## config.mk

```make
export PLATFORM = sky130hd
export DESIGN_NAME = prio_scan_enc_flat
export DESIGN_NICKNAME = d
export VERILOG_FILES = /design/src/rtl/prio_scan_enc_if.sv /design/src/rtl/prio_scan_enc.sv /design/src/flat_wrapper.sv
export SDC_FILE = /design/constraint.sdc
export NUM_CORES = 1
export LEC_CHECK = 0
export BUFFER_PORTS_ARGS = -buffer_cell sky130_fd_sc_hd__buf_4
export CORE_MARGIN = 5
export CORE_UTILIZATION = 44
export DETAILED_ROUTE_END_ITERATION = 10
export GPL_ROUTABILITY_DRIVEN = 0
export MAX_ROUTING_LAYER = met4
export PLACE_DENSITY = 0.72
export SYNTH_ARGS = -nofsm -noshare
export SYNTH_HDL_FRONTEND = slang
export SYNTH_SLANG_ARGS = --single-unit
```

## constraint.sdc

```tcl
create_clock -name clk -period 1.8 [get_ports clk]
set_input_delay 0.36 -clock clk [delete_from_list [all_inputs] [get_ports clk]]
set_output_delay 0.36 -clock clk [all_outputs]
set_load 0.02 [all_outputs]
```

## src/rtl/prio_scan_enc_if.sv

```systemverilog
// Handshake bundle for prio_scan_enc: vector-in channel and index-out channel.
interface prio_scan_enc_if #(
    parameter int WIDTH = 8,
    parameter int IDXW  = (WIDTH > 2) ? $clog2(WIDTH) : 1
);
    logic             in_valid;
    logic             in_ready;
    logic [WIDTH-1:0] in_vec;
    logic             mode;
    logic             out_valid;
    logic             out_ready;
    logic [IDXW-1:0]  out_idx;
    logic             out_last;
    logic             out_none;

    modport master (
        output in_valid, in_vec, mode, out_ready,
        input  in_ready, out_valid, out_idx, out_last, out_none
    );

    modport slave (
        input  in_valid, in_vec, mode, out_ready,
        output in_ready, out_valid, out_idx, out_last, out_none
    );
endinterface

```

## src/rtl/prio_scan_enc.sv

```systemverilog
// Priority scan encoder: emits the highest set bit of an accepted vector (single)
// or every set bit highest-first (scan), one beat per transfer.
module prio_scan_enc #(
    parameter int WIDTH = 8,
    parameter int IDXW  = (WIDTH > 2) ? $clog2(WIDTH) : 1
) (
    input  logic             clk,
    input  logic             rst_n,
    input  logic             en,
    prio_scan_enc_if.slave   bus
);
    typedef enum logic {IDLE, EMIT} state_t;

    state_t           state, state_n;
    logic [WIDTH-1:0] res, res_n;
    logic [WIDTH-1:0] rest, low;
    logic             mode_q, mode_n;
    logic [IDXW-1:0]  hi_idx;
    logic             last;

    // Highest set bit of the residual, plus the residual with that bit removed.
    always_comb begin
        hi_idx = '0;
        rest   = '0;
        low    = '0;
        for (int i = 0; i < WIDTH; i++) begin
            if (res[i]) begin
                hi_idx = IDXW'(i);
                rest   = res & low;
            end
            low[i] = 1'b1;
        end
    end

    assign last = mode_q ? (rest == '0) : 1'b1;

    // Outputs derive only from registered state, so in_vec never reaches out_*.
    assign bus.in_ready  = en & (state == IDLE);
    assign bus.out_valid = en & (state == EMIT);
    assign bus.out_idx   = (state == EMIT) ? hi_idx : '0;
    assign bus.out_last  = (state == EMIT) & last;
    assign bus.out_none  = (state == EMIT) & (res == '0);

    always_ff @(posedge clk or negedge rst_n) begin
        if (!rst_n) begin
            state  <= IDLE;
            res    <= '0;
            mode_q <= 1'b0;
        end else begin
            state  <= state_n;
            res    <= res_n;
            mode_q <= mode_n;
        end
    end

    always_comb begin
        state_n = state;
        res_n   = res;
        mode_n  = mode_q;
        case (state)
            IDLE: begin
                if (bus.in_valid && bus.in_ready) begin
                    res_n   = bus.in_vec;
                    mode_n  = bus.mode;
                    state_n = EMIT;
                end
            end
            EMIT: begin
                if (bus.out_valid && bus.out_ready) begin
                    if (last) state_n = IDLE;
                    else      res_n   = rest;
                end
            end
            default: state_n = IDLE;
        endcase
    end
endmodule

```

## src/flat_wrapper.sv

```systemverilog
// flat-port wrapper written by rule: the top's interface ports become plain ports
module prio_scan_enc_flat 
#(
    parameter int WIDTH = 8,
    parameter int IDXW  = (WIDTH > 2) ? $clog2(WIDTH) : 1
)
  (clk, rst_n, en, bus_in_valid, bus_in_vec, bus_mode, bus_out_ready, bus_in_ready, bus_out_valid, bus_out_idx, bus_out_last, bus_out_none);
  prio_scan_enc_if #(.WIDTH(WIDTH), .IDXW(IDXW)) bus_i ();
  input  logic clk;
  input  logic rst_n;
  input  logic en;
  input wire logic [$bits(bus_i.in_valid)-1:0] bus_in_valid;
  input wire logic [$bits(bus_i.in_vec)-1:0] bus_in_vec;
  input wire logic [$bits(bus_i.mode)-1:0] bus_mode;
  input wire logic [$bits(bus_i.out_ready)-1:0] bus_out_ready;
  output wire logic [$bits(bus_i.in_ready)-1:0] bus_in_ready;
  output wire logic [$bits(bus_i.out_valid)-1:0] bus_out_valid;
  output wire logic [$bits(bus_i.out_idx)-1:0] bus_out_idx;
  output wire logic [$bits(bus_i.out_last)-1:0] bus_out_last;
  output wire logic [$bits(bus_i.out_none)-1:0] bus_out_none;
  assign bus_i.in_valid = bus_in_valid;
  assign bus_i.in_vec = bus_in_vec;
  assign bus_i.mode = bus_mode;
  assign bus_i.out_ready = bus_out_ready;
  assign bus_in_ready = bus_i.in_ready;
  assign bus_out_valid = bus_i.out_valid;
  assign bus_out_idx = bus_i.out_idx;
  assign bus_out_last = bus_i.out_last;
  assign bus_out_none = bus_i.out_none;
  prio_scan_enc #(.WIDTH(WIDTH), .IDXW(IDXW)) u_core (.clk(clk), .rst_n(rst_n), .en(en), .bus(bus_i));
endmodule
```

==> results.py <==
metrics = {
    "cells_and_area": {
        "layout_commonest_cell": "buf_4",
        "syn_to_final_growth_pct": 60.3,
        "insertedDiodeCount": 0,
        "final_cell_mix": "27 x buf_4, 12 x nand2_1, 9 x buf_6, 8 x dfrtp_1, 4 x o31ai_2",
        "final_cells": 129,
        "fin_nets": 128,
        "final_area_sq_um": 1160,
        "drive_gt1_frac": 0.549,
    },
    "global_route": {
        "grt_pass1_vias": 774,
        "track_usage": 0.170,
        "grt_overflow": 0,
        "grt_max_degree": 11,
        "antenna_found_initial": 0,
        "grt_pass1_wl_microns": 3450,
    },
    "yosys": {
        "syn_avg_cell_area_sq_um": 9.53,
        "synth_area_sq_um": 724,
        "yosys.area_share.xor_xnor": 0,
        "synth-simple-area-share": 0.193,
        "yosys_warnings": 0,
        "synth_top_family_by_area": "compound AO/OA/AOI/OAI gates",
        "synth_top_area_share": 0.345,
        "syn_nets": 90,
        "syn_inst": 76,
        "synth_compound_area_frac": 0.389,
        "synth_top_area_cell": "dfrtp_1",
        "yosysSeqAreaShare": 0.345,
        "synthMuxAreaShare": 0.0155,
        "ys_top_cells_by_area": "dfrtp_1 35%, nand2_1 6.2%, o31ai_1 4.1%, a2111oi_4 3.8%, o41ai_4 3.8%",
        "synth.distinct_cells": 36,
        "synth-adder-area-share": 0.0138,
        "ys.flop_type": "dfrtp_1",
        "ys_seq_elements": 10,
        "synthArstFlopShare": 1.00,
        "synth_edf_count": 0,
    },
    "run": {
        "max-cap-violations": 0,
    },
    "placed_design": {
        "dpl.hpwl_microns": 1500,
        "place_area_sq_um": 1020,
        "io_buffers": 20,
        "dp.cells": 121,
    },
    "detailed_routing": {
        "num_vias": 759,
        "first_iter_violations": 14,
        "drt_wl_total_microns": 2000,
        "viasPerCell": 5.88,
        "first_pass_iters": 4,
        "drc": 0,
        "avgRoutedWirePerCell_microns": 15.5,
        "antenna_left": 0,
    },
    "clock_tree": {
        "cts_tree": "done",
        "cts_root_buf": "clkbuf_4",
        "ctsHtreeMaxLevel": 1,
        "clock_path_buffers": 2,
        "cts-buffers-inserted": 3,
        "path_clk_slew_ns": 0.07,
        "cts_sinks": 10,
        "clkLatencyLatePin_ns": 0.26,
    },
    "setup_path": {
        "path_max_fanout": 2,
        "critPathArrivalTime_ns": 1.86,
        "worstSetupStartpointType": "register",
        "critPathKind": "reg -> out",
        "required_ns": 1.44,
        "end_kind": "primary output",
    },
    "worst_hold_path": {
        "hold_path_class": "in -> reg",
    },
    "timing": {
        "relSlewSlack": 0.728,
        "rsz0062_at_grt": "yes",
        "worstMarginPinSlew_ns": 0.407,
        "slew_violations": 0,
        "timing.final.ws_setup_ns": -0.420,
        "skew_ns": 0.00721,
        "period_minus_slack_ns": 2.22,
        "setup_viol": 6,
        "min_period_over_period": 1.23,
        "max_freq_mhz": 451,
        "hold_viol_final": 0,
        "fin_tns_setup_ns": -0.940,
    },
    "power": {
        "power.total_mw": 2.00,
        "ir_drop_mv": 1.09,
        "p_leak_nw": 0.512,
        "power_density_nw_per_um2": 1730,
    },
    "floorplanning": {
        "chipWidth_microns": 50.6,
        "die_h_microns": 50.6,
        "initial_core_util": 0.470,
        "core-area_sq_um": 1540,
        "fp-row-count": 14,
        "io_pins": 21,
        "die-area_sq_um": 2560,
    },
    "status": {
        "outcome": "finished with violations",
        "violations": "setup timing",
    },
}
-- sequential cells by signal (all words and copies together), names as in the netlist --
register	cells
u_core.mode_q	1
u_core.state	1
u_core.res	8
-- worst max-delay path, cell delays in order, from the launching register on --
cell     delay, ns
dfrtp_2       0.40
or3_4         0.41
or3_4         0.36
nor4b_4       0.26
buf_4         0.18
-- power breakdown --
| part | switching, mW | internal (mW) |
|---|---|---|
| logic | 0.651 | 0.738 |
| registers | 0.129 | 0.329 |
| clock network | 0.0727 | 0.0853 |
-- cell families (layout without fill, tap and decap cells) --
| group | count (synthesis) | in the layout |
|---|---|---|
| buffers and inverters | 6 | 43 |
| muxes | 1 | 1 |
| DFF | 10 | 10 |
| and+or+nand+nor | 27 | 27 |
| AOI/OAI and AO/OA | 31 | 31 |
| adders and majority gates | 1 | 1 |
-- layout make-up --
class                      instances  area [sq um]
timing repair buffer              38           334
sequential                        10           253
tap                               16          20.0
fill                             110           380
multi-input combinational         60           524
clock buffer                       4          26.3
inverter                           1          3.75
-- through the flow --
step | hold slack, ns | setup slack [ns] | util
floorplan | 0.0644 | -0.190 | -
global placement | 0.195 | -0.116 | 0.662
detailed placement | 0.197 | -0.154 | 0.662
CTS | 0.286 | -0.420 | 0.709
global route | 0.317 | -0.474 | 0.753
finish | 0.287 | -0.420 | 0.753
-- per-layer routing --
layer  routed length, microns  GRT usage  vias up  share of wire
met5                        0          -        -              0
met4                        0     0.0255        0              0
met3                       87     0.0207        0          0.044
met2                     1050      0.298       14           0.52
met1                      864      0.210      375           0.43
li1                         -          -      370              -
-- cells in the mapped netlist (all sizes together), types with 2 or more instances --
| cell type | count |
|---|---|
| a21boi | 2 |
| a21oi | 3 |
| a32oi | 3 |
| and2 | 2 |
| buf | 2 |
| clkbuf | 3 |
| dfrtp | 10 |
| nand2 | 12 |
| nor2 | 3 |
| nor2b | 2 |
| nor3 | 2 |
| o211ai | 3 |
| o21ai | 5 |
| o31ai | 5 |
| or3 | 3 |
-- worst paths after layout --
| kind | startpoint | end | slack [ns] | cells past startpoint |
|---|---|---|---|---|
| max | u_core.res[5] | bus_out_none | -0.42 | 4 |
| min | bus_in_vec[0] | u_core.res[0] | 0.29 | 3 |
| max reg2reg | u_core.res[5] | u_core.res[2] | -0.01 | 6 |
| min reg2reg | u_core.mode_q | u_core.mode_q | 0.57 | 2 |
| max in group asynchronous | rst_n | u_core.res[2] | 1.18 | 2 |
| min in group asynchronous | rst_n | u_core.res[7] | 0.47 | 2 |
-- what timing repair did --
| item | CTS | global route |
|---|---|---|
| hold endpoints to repair | 10 | 0 |
| pin swaps | 2 | 8 |
| buffers inserted | 1 | 3 |
| hold buffers | 1 | 0 |
| endpoints found under the setup margin | 8 | 11 |
| gates resized for setup | 7 | 15 |
Power figures use the tool's default switching activity.
